===== src/rtl/gent_policy_rand_gen.sv =====
// ---------------------------------------------------------------------------
// gent_policy_rand_gen
//
// Constrained-random value source. Candidates are drawn from a 32-bit Galois
// LFSR, masked for alignment, and rejection-sampled against a latched policy
// (inclusive [min,max] range plus an optional single excluded value).
// Accepted values are offered on a valid/ready stream. After MAX_TRIES
// consecutive rejections, cfg_min is emitted with out_fallback set.
//
// Ports:
//   clk            clock, rising edge
//   rst_n          asynchronous active-low reset
//   cfg_load       latch cfg_* fields (honoured only in IDLE)
//   cfg_min        inclusive lower bound (unsigned)
//   cfg_max        inclusive upper bound (unsigned)
//   cfg_align_mask candidate bits forced to 0
//   cfg_excl_en    enable single-value exclusion
//   cfg_excl_val   excluded value
//   gen_en         level enable for generation
//   cfg_err        latched policy has min > max
//   out_valid      out_data holds a value
//   out_ready      consumer accepts the value
//   out_data       generated value
//   out_fallback   out_data is the fallback, not a sampled value
// ---------------------------------------------------------------------------
module gent_policy_rand_gen #(
   parameter int unsigned WIDTH     = 16,
   parameter logic [31:0] SEED      = 32'hACE1_0001,
   parameter int unsigned MAX_TRIES = 8
) (
   input  logic             clk,
   input  logic             rst_n,
   input  logic             cfg_load,
   input  logic [WIDTH-1:0] cfg_min,
   input  logic [WIDTH-1:0] cfg_max,
   input  logic [WIDTH-1:0] cfg_align_mask,
   input  logic             cfg_excl_en,
   input  logic [WIDTH-1:0] cfg_excl_val,
   input  logic             gen_en,
   output logic             cfg_err,
   output logic             out_valid,
   input  logic             out_ready,
   output logic [WIDTH-1:0] out_data,
   output logic             out_fallback
);

   localparam int unsigned   TW       = $clog2(MAX_TRIES) + 1;
   localparam logic [31:0]   SEED_EFF = (SEED == 32'd0) ? 32'd1 : SEED;
   localparam logic [31:0]   FB_MASK  = 32'h8020_0003;
   localparam logic [TW-1:0] LAST_TRY = TW'(MAX_TRIES - 1);

   typedef enum logic [1:0] {
      ST_IDLE,
      ST_DRAW,
      ST_HOLD
   } state_t;

   state_t           state_q, state_d;
   logic [31:0]      lfsr_q, lfsr_d, lfsr_step;
   logic [TW-1:0]    tries_q, tries_d;

   logic [WIDTH-1:0] min_q, max_q, mask_q, excl_val_q;
   logic             excl_en_q;
   logic             load_en;

   logic [WIDTH-1:0] cand;
   logic             accept;

   logic             cfg_err_d;
   logic             valid_d;
   logic [WIDTH-1:0] data_d;
   logic             fb_d;

   // Candidate and acceptance are evaluated on the pre-advance LFSR value.
   always_comb begin
      cand      = lfsr_q[WIDTH-1:0] & ~mask_q;
      accept    = (cand >= min_q) && (cand <= max_q) &&
                  !(excl_en_q && (cand == excl_val_q));
      lfsr_step = {1'b0, lfsr_q[31:1]} ^ (lfsr_q[0] ? FB_MASK : 32'd0);
   end

   always_comb begin
      state_d = state_q;
      lfsr_d  = lfsr_q;
      tries_d = tries_q;
      data_d  = out_data;
      fb_d    = out_fallback;
      load_en = 1'b0;

      case (state_q)
         ST_IDLE: begin
            if (cfg_load) begin
               load_en = 1'b1;
            end else if (gen_en && !cfg_err) begin
               state_d = ST_DRAW;
            end
         end

         ST_DRAW: begin
            lfsr_d = lfsr_step;
            if (!gen_en) begin
               state_d = ST_IDLE;
               tries_d = '0;
            end else if (accept) begin
               state_d = ST_HOLD;
               data_d  = cand;
               fb_d    = 1'b0;
               tries_d = '0;
            end else if (tries_q == LAST_TRY) begin
               state_d = ST_HOLD;
               data_d  = min_q;
               fb_d    = 1'b1;
               tries_d = '0;
            end else begin
               tries_d = tries_q + TW'(1);
            end
         end

         ST_HOLD: begin
            // out_valid is high throughout HOLD, so out_ready alone completes
            // the handshake.
            if (out_ready) begin
               state_d = gen_en ? ST_DRAW : ST_IDLE;
            end
         end

         default: begin
            state_d = ST_IDLE;
            tries_d = '0;
         end
      endcase

      valid_d   = (state_d == ST_HOLD);
      cfg_err_d = load_en ? (cfg_min > cfg_max) : cfg_err;
   end

   always_ff @(posedge clk or negedge rst_n) begin
      if (!rst_n) begin
         state_q      <= ST_IDLE;
         lfsr_q       <= SEED_EFF;
         tries_q      <= '0;
         min_q        <= '0;
         max_q        <= '0;
         mask_q       <= '0;
         excl_en_q    <= 1'b0;
         excl_val_q   <= '0;
         cfg_err      <= 1'b0;
         out_valid    <= 1'b0;
         out_data     <= '0;
         out_fallback <= 1'b0;
      end else begin
         state_q      <= state_d;
         lfsr_q       <= lfsr_d;
         tries_q      <= tries_d;
         cfg_err      <= cfg_err_d;
         out_valid    <= valid_d;
         out_data     <= data_d;
         out_fallback <= fb_d;
         if (load_en) begin
            min_q      <= cfg_min;
            max_q      <= cfg_max;
            mask_q     <= cfg_align_mask;
            excl_en_q  <= cfg_excl_en;
            excl_val_q <= cfg_excl_val;
         end
      end
   end

endmodule


===== config.mk =====
export PLATFORM = sky130hd
export DESIGN_NAME = gent_policy_rand_gen
export DESIGN_NICKNAME = d
export VERILOG_FILES = /design/src/rtl/gent_policy_rand_gen.sv
export SDC_FILE = /design/constraint.sdc
export NUM_CORES = 1
export LEC_CHECK = 0
export ABC_AREA = 1
export CAP_MARGIN = 15
export CORE_MARGIN = 2
export CORE_UTILIZATION = 50
export CTS_BUF_LIST = sky130_fd_sc_hd__clkbuf_8
export DETAILED_ROUTE_END_ITERATION = 8
export GPL_ROUTABILITY_DRIVEN = 0
export MAX_ROUTING_LAYER = met4
export PLACE_DENSITY_LB_ADDON = 0.25
export SETUP_SLACK_MARGIN = 0.15
export SYNTH_ARGS = -nofsm -noshare
export SYNTH_HDL_FRONTEND = slang
export SYNTH_SLANG_ARGS = --single-unit
export TNS_END_PERCENT = 10

===== constraint.sdc =====
create_clock -name clk -period 4.5 [get_ports clk]
set_input_delay 1.35 -clock clk [delete_from_list [all_inputs] [get_ports clk]]
set_output_delay 1.35 -clock clk [all_outputs]
set_load 0.05 [all_outputs]

### Word level (Yosys, flattened, before mapping)

Index checks and enable logic that the tools add are counted.

| word-level totals | value |
|---|---|
| flip-flop bits (word level) | 122 |
| bits in read-only memories | 0 |
| memories | 0 |
| word-level logic and storage cells | 53 |
| memory bits (writable) | 0 |
| bits in latches | 0 |
| output and inout port bits | 19 |

| operators by class | value |
|---|---|
| divide/modulo/power cells | 0 |
| shift-type cells | 0 |
| bitwise gates (word level) | 3 |
| equality and inequality tests | 5 |
| multipliers | 0 |
| magnitude comparators | 3 |
| add/sub/neg operators | 1 |
| mux-type cells | 19 |
| reductions and logical operators | 10 |

Operators by type and width:

| kind | count |
|---|---|
| $mux 16 | 2 |
| $mux 32 | 1 |
| $xor 31x32->32 | 1 |
| $and 16x16->16 | 1 |
| $eq 16x16->1 | 1 |
| $ge 16x16->1 | 1 |
| $gt 16x16->1 | 1 |
| $le 16x16->1 | 1 |
| $not 16->16 | 1 |
| $mux 2 | 6 |
| $mux 4 | 3 |
| $pmux 4 s2 | 1 |
| $pmux 2 s3 | 1 |
| $mux 1 | 5 |
| $add 4x1->4 const B | 1 |
| $eq 2x2->1 const B | 2 |
| $eq 4x3->1 const B | 1 |
| $logic_and 1x1->1 | 4 |
| $reduce_and 3->1 | 1 |
| $eq 2x1->1 const B | 1 |
| $logic_not 1->1 | 2 |
| $logic_not 2->1 | 1 |
| $reduce_bool 2->1 | 1 |
| $reduce_or 2->1 | 1 |

### Longest topological paths before layout

| logic depth | value |
|---|---|
| word-level depth | 10 |
| mapped depth | 19 |

### Least setup slack after synthesis

No wires, ideal clock.

| timing path | value |
|---|---|
| kind | in2reg |
| start | input port cfg_max[3] |
| end | register cfg_err |
| data required time | 4.382 ns |
| buffers on the path | 0 |
| cell stages on the path | 10 |
| path slack | 2.149 ns |
| data arrival time | 2.233 ns |
| setup time | 0.118 ns |
| cells stage by stage | inv_1 > ha_1 > a21oi_1 > o21ai_0 > nand2_1 > o211ai_1 > nand2_1 > o2111ai_1 > nand3_1 > nand2_1 |

| between the ends | value |
|---|---|
| word-level cells in the longest chain between the ends | 1 |

RTL lines:

| element | RTL line | text |
|---|---|---|
| from (decl) | 35 | `input logic [WIDTH-1:0] cfg_max,` |
| $gt 16x16->1 | 134 | `cfg_err_d = load_en ? (cfg_min > cfg_max) : cfg_err;` |
| to (signal assigned) | 155 | `cfg_err <= cfg_err_d;` |
| to (decl) | 40 | `output logic cfg_err,` |

Every way passes these cells.
A chain may end at the register's enable or synchronous reset.

### Final worst setup path

| timing path | value |
|---|---|
| start | register cfg_err |
| end | output port cfg_err |

No word-level cell between the ends.

==> out/metrics.yaml <==
finalMaxSlewViolations: 0
drv_cap: 0
initial_utilization: 0.513
hpwl_mm: 10.8
port_buffers: 88
whs_ns: 0.466
p_leak_nw: 4.07
muxShareOfSynthArea: 0
clockRootBuffer: "clkbuf_8"
grt_pass1_wl_mm: 25.0
htreeDepth: 4
synth-simple-area-share: 0.254
layout.nets: 1025
irDropWorstVdd_mv: 0.173
worstPathCellList: "clkdlybuf4s50_1"
syn_area_um2: 6490
hold_class: "reg -> reg"
overflow: 0
detail-route-antenna-nets: 0
synth.net_count: 939
grt_max_degree: 62
synth_compound_area_frac: 0.0967
period_share: 0.675
viasPerCell: 5.00
drc: 0
end_kind: "output port"
ys.flop_type: "dfrtp_1"
yosysSeqAreaShare: 0.472
cts_resized: 0
antenna_found_initial: 0
die_x_um: 118
synth-xor-area-share: 0.00809
numClockSinks: 122
p_per_area_nw_per_um2: 382
critical_path_class: "reg -> out"
maxSlewHeadroom: 0.437
fillerInstances: 1167
max_freq_mhz: 329
skew_ns: 0.00994
slowest_delay_ns: 0.83
dr.pass1.iters: 5
ys_types: 36
wl_per_cell_um: 13.7
final_cell_mix: "320 x nand2_1, 113 x dfrtp_1, 101 x inv_1"
insertion_delay_ns: 0.44
clock_path_buffers: 2
clkTransAtPathRegs_ns: 0.07
synth_top_family_by_area: "simple AND/OR/NAND/NOR gates"
final_common_cell: "nand2_1"
dieArea_um2: 13900
timing.setup.tns_ns: 0
hold_viol: 0
via_count: 5470
syn_avg_cell_area_um2: 7.90
ctsHoldBuffers: 0
n_antenna_cell: 0
drive_gt1_frac: 0.0695
setup_viol: 0
async_flop_share: 1.00
synth_seq_cells: 122
pin_count: 89
synth_edf_count: 0
cts_buffers: 17
fin_util: 0.625
grt_pass1_vias: 5206
core-area_um2: 12700
rsz0062_at_grt: "false"
start_kind: "register"
num_rows: 41
crit_buf_inv: 1
post_cts_buffers: 0
cp.arrival_ns: 1.69
yosysWarningCount: 0
crit_slowest_cell: "clkdlybuf4s50_1"
post-route-min-period_ns: 3.04
die_h_um: 118
cts_tree: "built"
worstPathRequired_ns: 3.15
synthAdderAreaFrac: 0.0905
tightestPinTransition_ns: 0.843
grt_use_total: 0.232
cp_top_family: "buffers and inverters"
synthCells: 822
drt_iter0_markers: 349
cp_max_fo: 3
status: "finished clean"
area_delta_synth_final_pct: 21.9
drt_wl_total_mm: 14.9
per-stage QoR:
step | power [mW] | area (um2) | setup slack [ns] | cells
6_report | 3.02 | 7920 | 1.46 | 1093
5_1_grt | 3.20 | 7920 | 1.23 | 1093
4_1_cts | 3.04 | 7920 | 1.44 | 1093
3_5_place_dp | 2.03 | 7500 | 1.30 | 1061
3_3_place_gp | 2.02 | 7500 | 1.34 | 1061
2_1_floorplan | 1.79 | 6490 | 2.15 | 822
synth_stat cells, types with 2 or more instances:
master / instances / share of area
nand2_1: 320 / 0.18
dfrtp_1: 113 / 0.44
inv_1: 99 / 0.057
o21ai_0: 86 / 0.066
ha_1: 47 / 0.091
nor2_1: 30 / 0.017
a21oi_1: 21 / 0.016
nand4_1: 20 / 0.019
clkbuf_1: 17 / 0.0098
nand3_1: 12 / 0.0092
dfstp_2: 9 / 0.036
buf_1: 4 / 0.0023
xor2_1: 4 / 0.0054
buf_6: 3 / 0.0052
inv_2: 3 / 0.0017
nand2_2: 3 / 0.0029
o21ai_1: 3 / 0.0023
buf_2: 2 / 0.0015
nand2_4: 2 / 0.0035
nand3_4: 2 / 0.0054
nor2_2: 2 / 0.0019
nor2_4: 2 / 0.0035
nor3_1: 2 / 0.0015
o21a_1: 2 / 0.0023
or2_2: 2 / 0.0019
xnor2_1: 2 / 0.0027
power breakdown:
part | switching [mW] | leakage [nW] | internal [mW] | total (mW)
Clock | 0.431 | 0.218 | 0.573 | 1.00
Combinational | 0.414 | 2.30 | 0.248 | 0.663
Sequential | 0.102 | 1.55 | 1.25 | 1.36
logic make-up after synthesis:
group	Yosys count
compound gates	119
xor+xnor	6
fa+ha+maj	47
buf+inv	129
flops	122
simple gates	399
path summary, 6_finish.rpt:
path | slack, ns | depth (start not counted) | endpoint | from
max in group asynchronous | 2.62 | 2 | lfsr_q[16] | rst_n
max reg2reg | 1.55 | 13 | out_data[14] | mask_q[11]
max | 1.46 | 1 | cfg_err | cfg_err
min in group asynchronous | 0.98 | 1 | out_data[1] | rst_n
min reg2reg | 0.47 | 2 | lfsr_q[26] | lfsr_q[27]
min | 0.47 | 2 | lfsr_q[26] | lfsr_q[27]
state kept, by name, indices dropped and copies added, names as in the netlist:
signal        flops
cfg_err           1
out_data         16
out_valid         1
mask_q           16
lfsr_q           32
max_q            16
tries_q           4
out_fallback      1
excl_val_q       16
min_q            16
excl_en_q         1
state_q           2
final cells by class:
type	instances	area [um2]	area share
well taps	172	215	0.0272
repair buffers	94	923	0.117
inverters	102	383	0.0484
flip-flops and latches	122	3060	0.387
multi-input cells	571	2920	0.369
clock inverters	9	96.3	0.0122
clock buffers	23	317	0.0400
metal layers:
layer	global-route usage	vias to the layer above	part of all wire
met5	-	-	0
met4	0.0828	0	0.022
met3	0.0577	25	0.048
met2	0.349	129	0.47
met1	0.306	2539	0.46
li1	-	2777	-
Note: power is estimated with default switching activity, not from simulation.
